### src/rtl/imem_pkg.sv
// Shared types and constants for the instruction-memory boot controller.
// The state enum, the fetch NOP and the default memory depth live here.
package imem_pkg;

    typedef enum logic [1:0] {
        LOAD  = 2'd0,
        RUN   = 2'd1,
        FLUSH = 2'd2,
        ERROR = 2'd3
    } state_t;

    // RISC-V "addi x0, x0, 0"
    localparam logic [31:0] NOP = 32'h0000_0013;

    localparam int DEFAULT_DEPTH = 64;

endpackage

### src/rtl/imem_load_counter.sv
// Write pointer / word counter for image loading. The low bits address memory,
// the full value is the loaded word count; tc marks the last in-range word.
module imem_load_counter #(
    parameter int DEPTH = 64
) (
    input  logic                     clk,
    input  logic                     clear,
    input  logic                     en,
    output logic [$clog2(DEPTH):0]   count,
    output logic                     tc
);

    localparam int CW = $clog2(DEPTH) + 1;

    always_ff @(posedge clk) begin
        if (clear) begin
            count <= '0;
        end else if (en) begin
            count <= count + 1'b1;
        end
    end

    // High while the next accepted word would be the DEPTH-th one.
    assign tc = (count == CW'(DEPTH - 1));

endmodule

### src/rtl/imem_boot_ctrl.sv
// Boot controller: streams a loader image into an external instruction memory,
// then serves zero-latency fetches to the core until a reload is requested.
module imem_boot_ctrl
    import imem_pkg::*;
#(
    parameter int s     = 32,
    parameter int DEPTH = DEFAULT_DEPTH,
    localparam int AW   = $clog2(DEPTH)
) (
    input  logic          clk,
    input  logic          reset,
    input  logic          ld_valid,
    input  logic [s-1:0]  ld_data,
    input  logic          ld_last,
    output logic          ld_ready,
    input  logic          reload,
    input  logic [s-1:0]  core_pc,
    output logic [s-1:0]  core_instr,
    output logic          core_stall,
    output logic          mem_we,
    output logic [AW-1:0] mem_addr,
    output logic [s-1:0]  mem_wdata,
    input  logic [s-1:0]  mem_rdata,
    output logic          boot_done,
    output logic [AW:0]   load_count,
    output logic          err_overflow,
    output logic          err_fetch
);

    localparam logic [s:0] PC_LIMIT = (s + 1)'(DEPTH * 4);

    state_t        state;
    state_t        state_nxt;
    logic          handshake;
    logic          cnt_clear;
    logic          cnt_tc;
    logic [AW:0]   cnt;
    logic          fetch_bad;

    // Gating with reset keeps memory untouched during the reset cycle.
    assign ld_ready  = (state == LOAD) && !reset;
    assign handshake = ld_valid && ld_ready;

    // FLUSH clears the counter so LOAD is entered at address 0.
    assign cnt_clear = reset || (state == FLUSH) || ((state == ERROR) && reload);

    imem_load_counter #(
        .DEPTH (DEPTH)
    ) u_load_counter (
        .clk   (clk),
        .clear (cnt_clear),
        .en    (handshake),
        .count (cnt),
        .tc    (cnt_tc)
    );

    assign load_count = cnt;
    assign fetch_bad  = (core_pc[1:0] != 2'b00) || ({1'b0, core_pc} >= PC_LIMIT);

    always_ff @(posedge clk) begin
        if (reset) begin
            state <= LOAD;
        end else begin
            state <= state_nxt;
        end
    end

    always_comb begin
        state_nxt    = state;
        mem_we       = 1'b0;
        mem_addr     = core_pc[AW+1:2];
        mem_wdata    = '0;
        core_instr   = s'(NOP);
        core_stall   = 1'b1;
        boot_done    = 1'b0;
        err_fetch    = 1'b0;
        err_overflow = 1'b0;

        case (state)
            LOAD: begin
                mem_we    = handshake;
                mem_addr  = cnt[AW-1:0];
                mem_wdata = ld_data;
                if (handshake) begin
                    if (ld_last) begin
                        state_nxt = RUN;
                    end else if (cnt_tc) begin
                        state_nxt = ERROR;
                    end
                end
            end
            RUN: begin
                core_stall = 1'b0;
                boot_done  = 1'b1;
                err_fetch  = fetch_bad;
                core_instr = fetch_bad ? s'(NOP) : mem_rdata;
                if (reload) begin
                    state_nxt = FLUSH;
                end
            end
            FLUSH: begin
                state_nxt = LOAD;
            end
            ERROR: begin
                err_overflow = 1'b1;
                if (reload) begin
                    state_nxt = LOAD;
                end
            end
            default: begin
                state_nxt = LOAD;
            end
        endcase
    end

endmodule

### config.mk
export PLATFORM = sky130hd
export DESIGN_NAME = imem_boot_ctrl
export DESIGN_NICKNAME = d
export VERILOG_FILES = /design/src/rtl/imem_pkg.sv /design/src/rtl/imem_load_counter.sv /design/src/rtl/imem_boot_ctrl.sv
export SDC_FILE = /design/constraint.sdc
export NUM_CORES = 1
export LEC_CHECK = 0
export CAP_MARGIN = 40
export CORE_MARGIN = 4
export CORE_UTILIZATION = 25
export DETAILED_ROUTE_END_ITERATION = 7
export MAX_ROUTING_LAYER = met4
export PLACE_DENSITY_LB_ADDON = 0.12
export SLEW_MARGIN = 40
export SYNTH_ARGS = -nofsm -noshare
export SYNTH_HDL_FRONTEND = slang
export SYNTH_SLANG_ARGS = --single-unit
### constraint.sdc
create_clock -name clk -period 2.97 [get_ports clk]
set_clock_uncertainty 0.2 [all_clocks]
set_input_delay 0.594 -clock clk [delete_from_list [all_inputs] [get_ports clk]]
set_output_delay 0.594 -clock clk [all_outputs]
set_load 0.1 [all_outputs]
==> results of run 1 <==
[Yosys cell counts]
master | count | area [sq um]
sky130_fd_sc_hd__inv_1 | 5 | 18.8
sky130_fd_sc_hd__buf_1 | 1 | 3.75
sky130_fd_sc_hd__nor4b_1 | 1 | 8.76
sky130_fd_sc_hd__or4_1 | 2 | 15.0
sky130_fd_sc_hd__buf_4 | 1 | 7.51
sky130_fd_sc_hd__dfxtp_1 | 9 | 180
sky130_fd_sc_hd__and2_1 | 34 | 213
sky130_fd_sc_hd__nor3_1 | 3 | 15.0
sky130_fd_sc_hd__o21ai_0 | 3 | 15.0
sky130_fd_sc_hd__o32ai_1 | 1 | 8.76
sky130_fd_sc_hd__or4b_4 | 1 | 13.8
sky130_fd_sc_hd__mux2_2 | 6 | 67.6
sky130_fd_sc_hd__nand4_1 | 4 | 25.0
sky130_fd_sc_hd__or2b_1 | 2 | 15.0
sky130_fd_sc_hd__and3_1 | 1 | 6.26
sky130_fd_sc_hd__a31o_2 | 1 | 8.76
sky130_fd_sc_hd__a21oi_1 | 6 | 30.0
sky130_fd_sc_hd__nand2_1 | 34 | 128
sky130_fd_sc_hd__xnor2_1 | 2 | 17.5
sky130_fd_sc_hd__a31oi_1 | 1 | 6.26
sky130_fd_sc_hd__ha_1 | 1 | 12.5
sky130_fd_sc_hd__buf_2 | 1 | 5.00
sky130_fd_sc_hd__o31a_1 | 1 | 8.76
sky130_fd_sc_hd__nor4_1 | 36 | 225
sky130_fd_sc_hd__and4_1 | 1 | 8.76
sky130_fd_sc_hd__o31ai_1 | 2 | 15.0
sky130_fd_sc_hd__or3_1 | 3 | 18.8
sky130_fd_sc_hd__nand3_1 | 3 | 15.0
sky130_fd_sc_hd__a21o_1 | 1 | 7.51
sky130_fd_sc_hd__nor2_1 | 6 | 22.5
sky130_fd_sc_hd__clkbuf_1 | 14 | 52.6
[per-stage QoR]
| step | setup TNS (ps) | hold slack [ps] | setup WS [ps] | instance area, sq um | std cells |
|---|---|---|---|---|---|
| 2_1_floorplan | -4990 | 307 | -297 | 1850 | 187 |
| 3_3_place_gp | -4170 | 298 | -160 | 4410 | 417 |
[kinds of logic after synthesis]
family	Yosys count	share of synthesized area, %
muxes	6	5.65
and+or+nand+nor	131	61.0
AOI/OAI and AO/OA	16	8.38
xor gates and xnor gates	2	1.47
buffers and inverters	22	7.33
DFF	9	15.1
adders and majority gates	1	1.05
==> impl_summary.md, run 1 <==
Floorplanning
After floorplanning, the core was divided into 24 placement rows. ~180 I/O pins were placed. For this configuration, the core starts out at a cell density of a little over a quarter. The die is between 70 and 80 um wide. From bottom edge to top edge, the die measures slightly below 80 um.

Place
Once detailed placement completed, the half-perimeter wirelength came to a little under 10000 um. The number of port buffers is approximately 180. Routability-driven placement finished with a final weighted congestion of between 0.8 and 0.9.

Logic synthesis
In this run the cell area of the synthesized design comes to between 1000 and 1500 sq um. The Yosys step of the flow raised 0 warnings. Synthesis handed over a netlist of between 150 and 200 instances. The sequential fraction of the synthesis area is approximately 15%.

The number of distinct standard cells referenced by the synthesized netlist is 31. Averaged over all synthesized cells, the footprint is between 6 and 7 sq um. The post-synthesis net count is between 200 and 300.

In this run, synthesis produced a sequential element count of 9.

Outcome
The run ended at 3_5_place_dp. The run stopped with a tool error. The first error in the log reads "[ERROR DPL-0033] detailed placement checks failed during check placement".
==> run 2, diff against run 1 <==
--- a/config.mk
+++ b/config.mk
@@ -7,10 +7,9 @@
 export LEC_CHECK = 0
 export CAP_MARGIN = 40
 export CORE_MARGIN = 4
-export CORE_UTILIZATION = 25
+export CORE_UTILIZATION = 20
 export DETAILED_ROUTE_END_ITERATION = 7
-export MAX_ROUTING_LAYER = met4
-export PLACE_DENSITY_LB_ADDON = 0.12
+export PLACE_DENSITY_LB_ADDON = 0.15
 export SLEW_MARGIN = 40
 export SYNTH_ARGS = -nofsm -noshare
 export SYNTH_HDL_FRONTEND = slang
==> run 2 against run 1 <==
The flow now finishes without violations. Synthesized cell count is the same. Synthesized area is the same.
==> impl_summary.md, run 2 <==
Power
The leakage component of the power is 1.69 nW. Across the VDD grid, the largest voltage drop is approximately 0.30 mV. Power spread over the standard cell area amounts to roughly 230 nW/um^2.

The design draws roughly 1.1 mW.

Clock tree
For this design, the CTS-stage hold fixing added 0 buffers. The tree is rooted in a sky130_fd_sc_hd__clkbuf_8. TritonCTS built the clock tree.

The longest clock path from root to sink contains 2 buffers. In this run, CTS created clock tree buffers numbering 3. The tree built by TritonCTS fans out to 9 sinks. The clock latency of the later-clocked register in the worst-skew pair is 230 ps. In this run the number of H-tree levels came out at 1. After clock tree synthesis, the clock-pin slew on the worst setup and hold paths is approximately 40 ps.

STA
The worst pin sits at a relative slew slack of 56.9%. Setup repair after global routing left no endpoint under its margin. The total count of hold-check failures in the final report is 0. The hold slack is roughly 350 ps. The count of final max-slew check failures is 0. Based on the critical path, the design can be clocked at up to ~0.34 GHz. The number of setup violations in the final report is 0. After routing, the total negative slack on setup checks comes to 0 ps. The slew of the pin with the lowest slew margin is 646 ps. The final clock period utilization by the worst path is between 90% and 100%. The final critical delay including setup and external delays is ~3000 ps.

Critical path
The worst setup path is captured at an output pin. The master of the slowest instance on the critical path is sky130_fd_sc_hd__nor4_4. The maximum net fanout on the critical path is 7. The critical path in this run is classified as input port to output pin.

The critical path runs through a total of 8 cells. The data required time at the worst endpoint is about 2200 ps. Tracing the worst setup path back leads to its startpoint at core_pc[8].

The critical register-to-register path startpoint is state[1]$_SDFFE_PP0P_. For the worst flop-to-flop path, the logic depth is 4. The largest single stage delay on the critical path is around 370 ps.

For the worst setup path, the data arrival time is approximately 2100 ps. The largest delay contributor family on the critical path is simple AND/OR/NAND/NOR gates. The worst flop-to-flop path endpoint is u_load_counter.count[5]$_SDFFE_PP0P_. The buffers plus inverters on the worst setup path is 5. The signal on the critical path passes through buf_2 -> buf_6 -> nor4_4 -> nand3_4 -> buf_6 -> buf_16 -> nor4_4 -> buf_12.

The startpoint type of the worst setup path is an input port. The register-to-register path setup slack is 920 ps.

Outcome
The flow ran to the end, and the final reports show no timing, DRC or antenna violations.

Global routing
The total overflow left after global routing is 0. The first global-routing pass estimated about 13000 um of wire. Global routing used 22.5% of the available tracks across all layers. Entering global routing, the biggest net connects 31 pins. The number of antenna violations at the first check in global routing is 0. The via count of the first global-routing pass was 2398.

Floorplanning
The placeable core area is ~5600 sq um. The width of the die is 85.3 um (+11%). The vertical die dimension is 85.3 um (+11%). The number of top-level design ports is 184 (unchanged). The floorplan row count is 27 (+13%). The effective utilization at floorplan is 21.2% (-5.5 points).

The die area is 7280 sq um.

Logic synthesis
By area the synthesized netlist is led by sky130_fd_sc_hd__nor4_1 (19%), sky130_fd_sc_hd__and2_1 (18%), sky130_fd_sc_hd__dfxtp_1 (15%). The number of synthesized register bits is 9 (unchanged). The post-synthesis net count came to 289 (unchanged). The xor/xnor cell area share of the yosys netlist was 1.47% (unchanged). The post-synthesis instance area came to 1190 sq um (unchanged). After synthesis, the largest family of logic cells by area is simple AND/OR/NAND/NOR gates. The cell accounting for the most synthesized area is sky130_fd_sc_hd__nor4_1. The area share of and/or/nand/nor cells after synthesis came to 61.0% (unchanged). The number of synthesized flops with an enable pin is 0 (unchanged). The gate count after technology mapping is 187 (unchanged). The average cell area after synthesis is 6.39 sq um (unchanged).

The adder and majority cell fraction of the synthesized area came to 1.05% (unchanged). The number of distinct standard cells referenced by the synthesized netlist is 31 (unchanged). The synthesized-area fraction occupied by ao, oa, aoi and oai cells is 8.38% (unchanged). The warning count from the yosys run is 0 (unchanged). Ranked by instance count, the synthesized netlist is headed by sky130_fd_sc_hd__nor4_1 (36), sky130_fd_sc_hd__and2_1 (34), sky130_fd_sc_hd__nand2_1 (34), sky130_fd_sc_hd__clkbuf_1 (14), sky130_fd_sc_hd__dfxtp_1 (9). The most frequent cell after synthesis is sky130_fd_sc_hd__nor4_1. The fraction of post-synthesis cell area in the top cell type by area was 18.8% (unchanged). The sequential fraction of the synthesis area is 15.1% (unchanged). Among all flip-flop cells after synthesis, the most frequent one is sky130_fd_sc_hd__dfxtp_1. The multiplexer area fraction after synthesis is 5.65% (unchanged).

The async set-or-reset flop fraction in the synthesized netlist is 0% (unchanged).

Finish
At the end of the flow the core is filled with cells to 83.4%. The number of fill cells in the layout is about 310. u_load_counter.count holds more flip-flops than any other register. The growth of design area from synthesis to finish is 294%. In the layout the commonest cells are sky130_fd_sc_hd__buf_12 (79), sky130_fd_sc_hd__clkdlybuf4s50_1 (69), sky130_fd_sc_hd__nand2_1 (34). The library cell used most frequently in the layout, excluding fill and tap cells, is sky130_fd_sc_hd__buf_12. For this run, the post-layout net count is about 490.

The antenna cell count is 0. The largest registers in the layout are u_load_counter.count: 7 flops, state: 2 flops. The register with the most flip-flops in the layout has 7 of them. The share of layout cells above drive strength 1 is 44.8%.

Hold path
The worst hold path stage count is 2. The capture endpoint of the worst hold path is u_load_counter.count[1]$_SDFFE_PP0P_. The type of the worst min-delay path is flop to flop. The beginning of the worst hold path is u_load_counter.count[1]$_SDFFE_PP0P_.

Place
The number of port buffers is 183 (unchanged). The final HPWL from detailed placement is 6690 um (-30%). The placer's final routability congestion estimate is 0.772 (-9.3%).

Routing
Once detail routing completed, the nets flagged for antenna violations numbered 0. After detailed routing, the average wire length per cell comes to ~19 um. The pre-antenna-repair detailed-routing pass consisted of 4 iterations.

The total vias in the final route is approximately 2200. The number of design-rule violations left by the first detailed-router iteration is 62. In the routed layout, each cell is associated on average with a via count of about 4.9. Summed over all layers, the routed wires come to 8470 um. In the routed design, unresolved DRC markers number 0.

Run
Max-cap violations in this run came to 0.
[run 2: cell counts after synthesis]
No cell type changed its count.
[run 2: area by class of cell]
cell class | count | area [sq um] | share of cell area (%)
Multi-Input combinational cell | 156 | 1480 | 31.5
Inverter | 5 | 20.0 | 0.425
Sequential cell | 9 | 181 | 3.86
Clock buffer | 4 | 45.0 | 0.957
Tap cell | 72 | 90.1 | 1.91
Timing Repair Buffer | 208 | 2890 | 61.4
[run 2: repair_timing]
item                                    in CTS  in global routing
pin swaps                                   20                 23
resized for setup                           60                 16
gates cloned                                 7                  0
buffers inserted                             7                  4
endpoints found under the hold margin        0                  0
endpoints found under the setup margin      30                 30
[run 2: power breakdown]
| group | leakage, nW | switching [mW] | internal (mW) |
|---|---|---|---|
| sequential | 0.0733 | 0.00525 | 0.124 |
| combinational | 1.60 | 0.499 | 0.328 |
| clock | 0.0228 | 0.0500 | 0.0937 |
[run 2: cell families after synthesis]
logic type / after synthesis
and+or+nand+nor: 131
AOI/OAI and AO/OA: 16
DFF: 9
xor gates and xnor gates: 2
adders and majority gates: 1
muxes: 6
buffers and inverters: 22
[run 2: worst max path at each step]
| stage | end | slack, ps |
|---|---|---|
| after detailed placement | core_instr[29] | -140 |
| after global routing | core_instr[11] | 3 |
| final | core_instr[11] | 40 |
| after global placement | core_instr[26] | -150 |
| after CTS | core_instr[8] | 0.9 |
| after floorplan | core_instr[21] | -300 |
[run 2: metrics by stage]
step | instance area [sq um] | cells | worst slack [ps]
final | 4710 | 454 | 35.8
after global routing | 4710 | 454 | 3.36
after CTS | 4750 | 455 | 0.870
after detailed placement | 4430 | 437 | -142
after global placement | 4430 | 437 | -146
after floorplan | 1850 | 187 | -297
[run 2: worst min-delay path, cell delays in order (launching register included)]
cell and delay [ps]:
sky130_fd_sc_hd__dfxtp_1 360, sky130_fd_sc_hd__nand2_1 80, sky130_fd_sc_hd__a21oi_1 60
[run 2: per-layer routing]
layer	GRT usage, %	vias up	wire (um)
met5	0	-	0
met2	46.4	114	4940
li1	-	1067	-
met3	6.02	8	708
met4	3.31	0	59
met1	22.2	1041	2760
Power figures use the tool's default switching activity.
